## src/rtl/bcd_serial_adder_ctrl.sv

```systemverilog
// Digit-serial packed-BCD adder: captures two operands, adds one decimal digit per
// cycle through a single shared digit adder, and holds the result until it is consumed.
module bcd_serial_adder_ctrl #(
    parameter int DIGITS = 4
) (
    input  logic                  clk,
    input  logic                  rst_n,
    input  logic                  in_valid,
    output logic                  in_ready,
    input  logic [4*DIGITS-1:0]   a,
    input  logic [4*DIGITS-1:0]   b,
    input  logic                  cin,
    output logic                  out_valid,
    input  logic                  out_ready,
    output logic [4*DIGITS-1:0]   sum,
    output logic                  cout,
    output logic                  err,
    output logic                  busy
);

    localparam int IDX_W = (DIGITS > 1) ? $clog2(DIGITS) : 1;
    localparam logic [IDX_W-1:0] LAST_IDX = IDX_W'(DIGITS - 1);

    typedef enum logic [1:0] {
        IDLE = 2'd0,
        ADD  = 2'd1,
        DONE = 2'd2
    } state_t;

    state_t              state_q, state_d;
    logic [4*DIGITS-1:0] a_q, a_d;
    logic [4*DIGITS-1:0] b_q, b_d;
    logic [4*DIGITS-1:0] sum_q, sum_d;
    logic [IDX_W-1:0]    idx_q, idx_d;
    logic                carry_q, carry_d;
    logic                cout_q, cout_d;
    logic                err_q, err_d;

    logic [3:0]          a_dig, b_dig, s_dig;
    logic                s_carry;

    // Decimal digit add with +6 correction; returns {carry, digit}.
    function automatic logic [4:0] bcd_digit_add(input logic [3:0] x,
                                                 input logic [3:0] y,
                                                 input logic       c);
        logic [4:0] t;
        logic [4:0] adj;
        t   = {1'b0, x} + {1'b0, y} + {4'b0000, c};
        adj = t + 5'd6;
        if (t > 5'd9) begin
            return {1'b1, adj[3:0]};
        end
        return {1'b0, t[3:0]};
    endfunction

    // Operand digit selection only ever matches an in-range index.
    always_comb begin
        a_dig = 4'd0;
        b_dig = 4'd0;
        for (int i = 0; i < DIGITS; i++) begin
            if (idx_q == IDX_W'(i)) begin
                a_dig = a_q[4*i +: 4];
                b_dig = b_q[4*i +: 4];
            end
        end
        {s_carry, s_dig} = bcd_digit_add(a_dig, b_dig, carry_q);
    end

    always_comb begin
        state_d = state_q;
        a_d     = a_q;
        b_d     = b_q;
        sum_d   = sum_q;
        idx_d   = idx_q;
        carry_d = carry_q;
        cout_d  = cout_q;
        err_d   = err_q;

        case (state_q)
            IDLE: begin
                if (in_valid) begin
                    a_d     = a;
                    b_d     = b;
                    carry_d = cin;
                    sum_d   = '0;
                    idx_d   = '0;
                    cout_d  = 1'b0;
                    err_d   = 1'b0;
                    state_d = ADD;
                end
            end
            ADD: begin
                for (int i = 0; i < DIGITS; i++) begin
                    if (idx_q == IDX_W'(i)) begin
                        sum_d[4*i +: 4] = s_dig;
                    end
                end
                carry_d = s_carry;
                if ((a_dig > 4'd9) || (b_dig > 4'd9)) begin
                    err_d = 1'b1;
                end
                if (idx_q == LAST_IDX) begin
                    cout_d  = s_carry;
                    idx_d   = '0;
                    state_d = DONE;
                end else begin
                    idx_d = idx_q + 1'b1;
                end
            end
            DONE: begin
                if (out_ready) begin
                    state_d = IDLE;
                end
            end
            default: begin
                state_d = IDLE;
            end
        endcase
    end

    always_ff @(posedge clk or negedge rst_n) begin
        if (!rst_n) begin
            state_q <= IDLE;
            sum_q   <= '0;
            idx_q   <= '0;
            carry_q <= 1'b0;
            cout_q  <= 1'b0;
            err_q   <= 1'b0;
        end else begin
            state_q <= state_d;
            sum_q   <= sum_d;
            idx_q   <= idx_d;
            carry_q <= carry_d;
            cout_q  <= cout_d;
            err_q   <= err_d;
        end
    end

    // Captured operands are only read in ADD, so they need no reset.
    always_ff @(posedge clk) begin
        a_q <= a_d;
        b_q <= b_d;
    end

    assign in_ready  = (state_q == IDLE);
    assign out_valid = (state_q == DONE);
    assign busy      = (state_q == ADD);
    assign sum       = sum_q;
    assign cout      = cout_q;
    assign err       = err_q;

endmodule

```

## config.mk

```make
export PLATFORM = sky130hd
export DESIGN_NAME = bcd_serial_adder_ctrl
export DESIGN_NICKNAME = d
export VERILOG_FILES = /design/src/rtl/bcd_serial_adder_ctrl.sv
export SDC_FILE = /design/constraint.sdc
export NUM_CORES = 1
export LEC_CHECK = 0
export ABC_AREA = 1
export BUFFER_PORTS_ARGS = -buffer_cell sky130_fd_sc_hd__buf_2
export CAP_MARGIN = 40
export CORE_ASPECT_RATIO = 1.5
export CORE_UTILIZATION = 38
export CTS_BUF_LIST = sky130_fd_sc_hd__clkbuf_8
export CTS_CLUSTER_SIZE = 28
export DETAILED_ROUTE_END_ITERATION = 6
export PLACE_DENSITY_LB_ADDON = 0.1
export REMOVE_ABC_BUFFERS = 1
export SLEW_MARGIN = 20
export SYNTH_ARGS = -nofsm -noshare
export SYNTH_HDL_FRONTEND = slang
export SYNTH_SLANG_ARGS = --single-unit
```

## constraint.sdc

```tcl
create_clock -name clk -period 4 [get_ports clk]
set_input_delay 0.2 -clock clk [delete_from_list [all_inputs] [get_ports clk]]
set_output_delay 0.2 -clock clk [all_outputs]
set_load 0.005 [all_outputs]
```

==> results.cfg, run 1 <==
[outcome]
status = finished clean

[sta]
final-hold-violation-count = 0
rsz0062_at_grt = false
skew_ns = 0.00427
tightest_slew_ns = 0.676
min_period_over_period_pct = 89.2
tns_ns = 0
relSlewSlack_pct = 54.8
final_max_slew_viol_count = 0
setup_viol = 0
min_period_ns = 3.57
fmax_ghz = 0.280

[floorplanning]
die_h_um = 104
rows = 36
fp.dieW_um = 69.8
ioPinCount = 58
dieArea_um2 = 7230
start_util_pct = 39.8
coreArea_um2 = 6580

[detailed_routing]
drc_errors = 0
vias = 1833
drtIter0Drc = 66
first_pass_iters = 4
wl_per_cell_um = 13.0
vias_per_cell = 4.70
drtAntennaViolNets = 0
wl_um = 5080

[global_routing]
grt_pass1_wl_um = 8520
grt_antenna_before_repair = 0
grt_max_degree = 35
grt_use_total_pct = 15.1
grt_pass1_vias = 1813
overflow = 0

[clocking]
cts.sinks = 55
path_clk_slew_ns = 0.10
cts_tree = built
htreeDepth = 2
post_cts_resized = 0
cts_made_buffers = 5
post_cts_buffers = 0
cts_buffer_depth = 2
clk_latency_ns = 0.31
clk_root_buffer_cell = clkbuf_8
hold_buffers = 1

[finish]
nets = 360
drive_gt1_share_pct = 32.2
num_antenna_cells = 0
area_delta_synth_final_pct = 18.0

[worst_setup_path]
worstPathRequired_ns = 4.24
cp_common_cell = nand2_1
path_class = reg2reg
cp_max_fo = 10
slowest_stage = ha_1
crit_chain = inv_1 -> ha_1 -> a22oi_1 -> o21ai_0 -> o21ai_0 -> fa_1 -> fa_1 -> inv_1 -> nand2_1 -> nand2_2 -> ha_1 -> nand2_1 -> a21boi_2 -> nand2_4 -> nand2_4 -> nand2_2 -> nand4_1 -> nand2_1
worstPathArrival_ns = 3.81
start_kind = flip-flop
cp_slowest_stage_delay_ns = 0.48
worstSetupEndpointType = flip-flop

[synth]
synth.area.top_cells = edfxtp_1 37%, dfrtp_1 22%, nand2_1 12%, ha_1 3.8%, inv_1 2.4%
yosysUniqueCellTypes = 33
async_flop_share_pct = 41.8
dominantRegCellSynth = edfxtp_1
synth_common_cells = 83 x nand2_1, 32 x edfxtp_1, 23 x dfrtp_1
synth_seq_cells = 55
yosysWarnings = 0
synth_area_per_cell_um2 = 10.5
netlist.area_leader.share_pct = 36.7
syn-cell-area_um2 = 2620
netlist_instances = 250
synth-seq-area-share_pct = 58.7
yosysMostFrequentCell = nand2_1
synth_edf_count = 32
yosys.area.top_type = edfxtp_1

[hold_path]
holdCritPathClass = in2reg

[placement]
dp.final_hpwl_um = 3990
io_buffers = 57
gp_congestion = 0.819

[run]
drv_cap = 0
[sequential cells by signal, indices dropped and copies added (netlist names)]
signal	count
carry_q	1
err	1
idx_q	2
cout	1
state_q	2
b_q	16
a_q	16
sum	16
[final cells by class]
class	count	area, um2
clock inverter	3	25.0
sequential	55	1540
fill	657	3490
inverter	26	100
timing repair buffer	60	310
clock buffer	5	68.8
tap	76	95.1
multi-input combinational	165	952
[layer usage]
layer  vias to the layer above  share of wire [%]  GRT usage, %
met4                         0                2.1          5.86
met5                         -                  0             0
met2                        55                 54          27.3
li1                        951                  -             -
met1                       818                 40          17.3
met3                         9                3.9          2.92
[critical path, delay by kind of cell, from the launching register on]
family	cells	cell delay (ns)
and+or+nand+nor	8	0.77
AOI/OAI and AO/OA	4	0.60
buffers and inverters	2	0.16
adders and majority gates	4	1.56
DFF	1	0.41
[cell usage in the layout, fill, tap and decap left out, drive strengths merged, types with 2 or more instances in the layout]
cell type / netlist / routed
a21boi: 3 / 3
a21oi: 12 / 12
a22oi: 2 / 2
buf: 4 / 59
clkbuf: 0 / 5
clkinv: 0 / 2
dfrtp: 23 / 23
edfxtp: 32 / 32
fa: 2 / 2
ha: 8 / 8
inv: 26 / 26
nand2: 91 / 91
nand3: 11 / 11
nand4: 8 / 8
nor2: 11 / 11
o21ai: 12 / 12
or2: 2 / 2
[cells by family (layout without fill, tap and decap cells)]
kind of cell               count (synthesis)  after routing  synth area share (%)
and+or+nand+nor                          123            123                  22.7
buffers and inverters                     30             94                  4.92
DFF                                       55             55                  58.7
AOI/OAI and AO/OA                         32             32                  8.37
adders and majority gates                 10             10                  5.35
[metrics by stage]
step | cells | area, um2 | setup WS (ns) | util, % | hold WS (ns)
2_1_floorplan | 246 | 2590 | 0.813 | - | -0.0956
3_3_place_gp | 381 | 2980 | 0.543 | 45.4 | 0.212
3_5_place_dp | 381 | 2980 | 0.468 | 45.4 | 0.212
4_1_cts | 390 | 3090 | 0.437 | 47.0 | 0.0510
5_1_grt | 390 | 3090 | 0.233 | 47.0 | 0.0403
6_report | 390 | 3090 | 0.433 | 47.0 | 0.0605
[path summary, 6_finish.rpt]
kind / endpoint / from / slack [ns] / cells after the start
worst max-delay path: sum[9] / idx_q[1] / 0.43 / 18
max in group asynchronous: sum[0] / rst_n / 3.25 / 2
worst min register to register: sum[12] / sum[12] / 0.48 / 2
worst min-delay path: a_q[1] / a[1] / 0.06 / 1
min in group asynchronous: carry_q / rst_n / 0.40 / 2
worst max register to register: sum[9] / idx_q[1] / 0.43 / 18
Power of run 1 is left out: the tool's default activity adds up to more than one toggle a clock period on the data nets, which glitch-free logic cannot reach.
==> run 2: changes to the inputs <==
CORE_UTILIZATION = 56   (was 38)
==> results.cfg, run 2 (same netlist as run 1, synthesis figures left out) <==
[sta]
skew_ns = 0.00524
tns_ns = 0
relSlewSlack_pct = 56.8
min_period_over_period_pct = 87.4
tightest_slew_ns = 0.647
fmax_ghz = 0.286
rsz0062_at_grt = false
final-hold-violation-count = 0
final_max_slew_viol_count = 0
setup_viol = 0
min_period_ns = 3.49

[global_routing]
grt_antenna_before_repair = 0
overflow = 0
grt_pass1_wl_um = 8140
grt_pass1_vias = 1774
grt_max_degree = 35
grt_use_total_pct = 22.0

[hold_path]
holdCritPathClass = in2reg
min_from = b[11]

[detailed_routing]
first_pass_iters = 6
drtIter0Drc = 84
wl_um = 4770
vias_per_cell = 5.22
drtAntennaViolNets = 0
wl_per_cell_um = 13.2
vias = 1888
drc_errors = 4

[worst_setup_path]
reg2reg_slack_ns = 0.51
worstSetupEndpointType = flip-flop
start_kind = flip-flop
path_class = reg2reg
regToRegEndpoint = sum[10]
crit_end = sum[10]
worstPathRequired_ns = 4.20
reg2regPathDepth = 17
crit_start = idx_q[1]
worstPathArrival_ns = 3.69
cp_common_cell = nand2_1
slowest_stage = ha_1
r2r_start = idx_q[1]
crit_family = adder cells
crit_cells = 17
crit_chain = inv_1 -> ha_1 -> a22oi_1 -> o21ai_0 -> o21ai_0 -> fa_1 -> fa_1 -> nand2_1 -> nand2_2 -> ha_1 -> nand2_1 -> a21boi_2 -> nand2_4 -> nand2_4 -> nand2_2 -> nand4_1 -> nand2_1
cp_slowest_stage_delay_ns = 0.47
critPathBufInv = 1
cp_max_fo = 10

[finish]
fillCellCount = 359
drive_gt1_share_pct = 31.8
final_common_cell = nand2_1
mostFrequentLayoutCells = 83 x nand2_1, 57 x buf_2, 32 x edfxtp_1
area_delta_synth_final_pct = 17.3
nets = 360
num_antenna_cells = 0

[floorplanning]
fp.dieW_um = 57.8
rows = 30
ioPinCount = 58
dieArea_um2 = 4960
die_h_um = 85.7
coreArea_um2 = 4500
start_util_pct = 58.1

[placement]
io_buffers = 57
dp.final_hpwl_um = 3760
gp_congestion = 0.857

[clocking]
cts.sinks = 55
path_clk_slew_ns = 0.09
htreeDepth = 2
post_cts_resized = 0
cts_tree = built
clk_latency_ns = 0.31
cts_made_buffers = 5
cts_buffer_depth = 2
clk_root_buffer_cell = clkbuf_8

[outcome]
violations = DRC
status = finished, violations left

[run]
drv_cap = 0
==> run 2: through the flow <==
| step | hold WS, ns | cell area (um2) | setup WS [ns] | utilization [%] | instances |
|---|---|---|---|---|---|
| 2_1_floorplan | -0.0956 | 2590 | 0.813 | - | 246 |
| 4_1_cts | 0.0491 | 3070 | 0.486 | 68.1 | 362 |
| 5_1_grt | 0.0406 | 3070 | 0.0819 | 68.1 | 362 |
| 6_report | 0.0577 | 3070 | 0.505 | 68.1 | 362 |
| 3_5_place_dp | 0.203 | 2950 | 0.503 | 65.5 | 353 |
| 3_3_place_gp | 0.199 | 2950 | 0.581 | 65.5 | 353 |
==> run 2: repair_timing <==
action                                 in CTS  in global routing
hold buffers                                1                  0
endpoints found under the hold margin      23                  0
buffers inserted                            0                  0
==> run 2: worst min path at each step <==
stage / endpoint / cells after the start / slack [ns]
final: b_q[11] / 1 / 0.06
after CTS: a_q[7] / 1 / 0.05
after global routing: b_q[14] / 1 / 0.04
after global placement: state_q[1] / 1 / 0.20
after detailed placement: state_q[1] / 1 / 0.20
after floorplan: carry_q / 0 / -0.1
==> run 2: final cells by class <==
cell class / instances / area (um2) / area share [%]
flip-flops and latches: 55 / 1540 / 50.1
multi-input cells: 165 / 952 / 31.0
repair buffers: 60 / 310 / 10.1
inverters: 26 / 100 / 3.26
clock buffers: 5 / 68.8 / 2.24
well taps: 48 / 60.1 / 1.96
clock inverters: 3 / 41.3 / 1.35
==> run 2: layer usage <==
metal  share of wire, %  global-route usage (%)  up-vias
li1                   -                       -      954
met1                 38                    23.9      857
met2                 53                    39.2       61
met3                4.7                    4.52       16
met4                3.7                    11.9        0
met5                  0                       0        -
Power of run 2 is left out for the same reason.
==> run 3: changes to the inputs <==
--- a/config.mk
+++ b/config.mk
@@ -14,4 +14,5 @@
 export CTS_CLUSTER_SIZE = 28
 export DETAILED_ROUTE_END_ITERATION = 6
+export HOLD_SLACK_MARGIN = 0.15
 export PLACE_DENSITY_LB_ADDON = 0.1
 export REMOVE_ABC_BUFFERS = 1
==> constraint.sdc (replaced) <==
create_clock -name clk -period 4 [get_ports clk]
set_input_delay 0.2 -clock clk [delete_from_list [all_inputs] [get_ports clk]]
set_output_delay 0.2 -clock clk [all_outputs]
set_load 0.02 [all_outputs]
==> results.cfg, run 3 (same netlist as run 1, synthesis figures left out) <==
[detailed_routing]
vias = 2058
drtIter0Drc = 77
first_pass_iters = 6
wl_um = 5540
wl_per_cell_um = 14.0
drtAntennaViolNets = 0
drc_errors = 4
vias_per_cell = 5.20

[worst_setup_path]
worstPathArrival_ns = 3.70
crit_family = adder cells
start_kind = flip-flop
cp_max_fo = 10
path_class = reg2reg
worstSetupEndpointType = flip-flop
worstPathRequired_ns = 4.20
slowest_stage = ha_1
critPathBufInv = 1
cp_common_cell = nand2_1
cp_slowest_stage_delay_ns = 0.47
crit_chain = inv_1 -> ha_1 -> a22oi_1 -> o21ai_0 -> o21ai_0 -> fa_1 -> fa_1 -> nand2_1 -> nand2_2 -> ha_1 -> nand2_1 -> a21boi_2 -> nand2_4 -> nand2_4 -> nand2_2 -> nand4_1 -> nand2_1

[clocking]
path_clk_slew_ns = 0.09
cts_tree = built
cts_made_buffers = 5
cts.sinks = 55
htreeDepth = 2
clk_root_buffer_cell = clkbuf_8
cts_buffer_depth = 2
clk_latency_ns = 0.32

[placement]
gp_congestion = 0.857
io_buffers = 57
dp.final_hpwl_um = 3760

[hold_path]
holdCritPathClass = in2reg

[sta]
final_max_slew_viol_count = 0
fmax_ghz = 0.286
skew_ns = 0.0124
tns_ns = 0
setup_viol = 0
rsz0062_at_grt = false
tightest_slew_ns = 0.665
min_period_over_period_pct = 87.4
relSlewSlack_pct = 55.6
final-hold-violation-count = 0
min_period_ns = 3.50

[global_routing]
overflow = 0
grt_use_total_pct = 24.7
grt_pass1_wl_um = 9140
grt_max_degree = 35
grt_pass1_vias = 2019
grt_antenna_before_repair = 0

[floorplanning]
coreArea_um2 = 4500
ioPinCount = 58
dieArea_um2 = 4960
die_h_um = 85.7
rows = 30
start_util_pct = 58.1
fp.dieW_um = 57.8

[finish]
nets = 394
mostFrequentLayoutCells = 83 x nand2_1, 57 x buf_2, 35 x dlygate4sd3_1
fillCellCount = 304
area_delta_synth_final_pct = 30.3
num_antenna_cells = 0
drive_gt1_share_pct = 28.7
final_common_cell = nand2_1

[outcome]
violations = DRC
status = finished, violations left

[run]
drv_cap = 0
## run 3: cell types whose count changed in the layout (fill, tap and decap cells not counted)
| cell | previous run | this run |
|---|---|---|
| dlygate4sd3_1 | 1 | 35 |
## run 3: path summary, 6_finish.rpt
kind                           from    endpoint  slack (ns)  cells after the start
setup / recovery           idx_q[1]     sum[10]        0.50                     17
hold / removal             in_valid  state_q[0]        0.19                      3
setup reg to reg           idx_q[1]     sum[10]        0.50                     17
hold reg to reg             sum[12]     sum[12]        0.47                      2
max in group asynchronous     rst_n      sum[9]        3.26                      2
min in group asynchronous     rst_n  state_q[1]        0.39                      2
## run 3: routing by layer
layer | routed length, um | track usage [%] | up-vias | part of all wire [%]
met2 | 3060 | 45.7 | 61 | 55
met1 | 2070 | 25.7 | 957 | 37
met4 | 177 | 11.9 | 0 | 3.2
li1 | - | - | 1023 | -
met3 | 231 | 5.43 | 17 | 4.2
met5 | 0 | 0 | - | 0
## run 3: cell type report
| type | count | area, um2 | share of cell area [%] |
|---|---|---|---|
| sequential | 55 | 1540 | 45.1 |
| multi-input combinational | 165 | 952 | 27.9 |
| timing repair buffer | 94 | 651 | 19.1 |
| inverter | 26 | 100 | 2.94 |
| clock buffer | 5 | 68.8 | 2.02 |
| tap | 48 | 60.1 | 1.76 |
| clock inverter | 3 | 41.3 | 1.21 |
## run 3: worst min-delay path, cell delays in order
cell	delay, ns
buf_2	0.11
nand2_4	0.08
o21ai_0	0.07
## run 3: per-stage QoR
| step | cell area [um2] | hold slack [ns] | utilization (%) | setup slack (ns) | std cells |
|---|---|---|---|---|---|
| 5_1_grt | 3410 | 0.227 | 75.7 | 0.0816 | 396 |
| 3_3_place_gp | 2950 | 0.199 | 65.5 | 0.581 | 353 |
| 6_report | 3410 | 0.186 | 75.7 | 0.503 | 396 |
| 4_1_cts | 3410 | 0.189 | 75.7 | 0.486 | 396 |
| 3_5_place_dp | 2950 | 0.203 | 65.5 | 0.503 | 353 |
| 2_1_floorplan | 2590 | -0.0956 | - | 0.813 | 246 |
## run 3: timing repair
| action | in CTS | in global routing |
|---|---|---|
| setup buffers | 0 | 0 |
| hold buffers | 35 | 0 |
| hold endpoints to repair | 57 | 0 |
| gates resized for setup | 0 | 0 |
Power of run 3 is left out for the same reason.
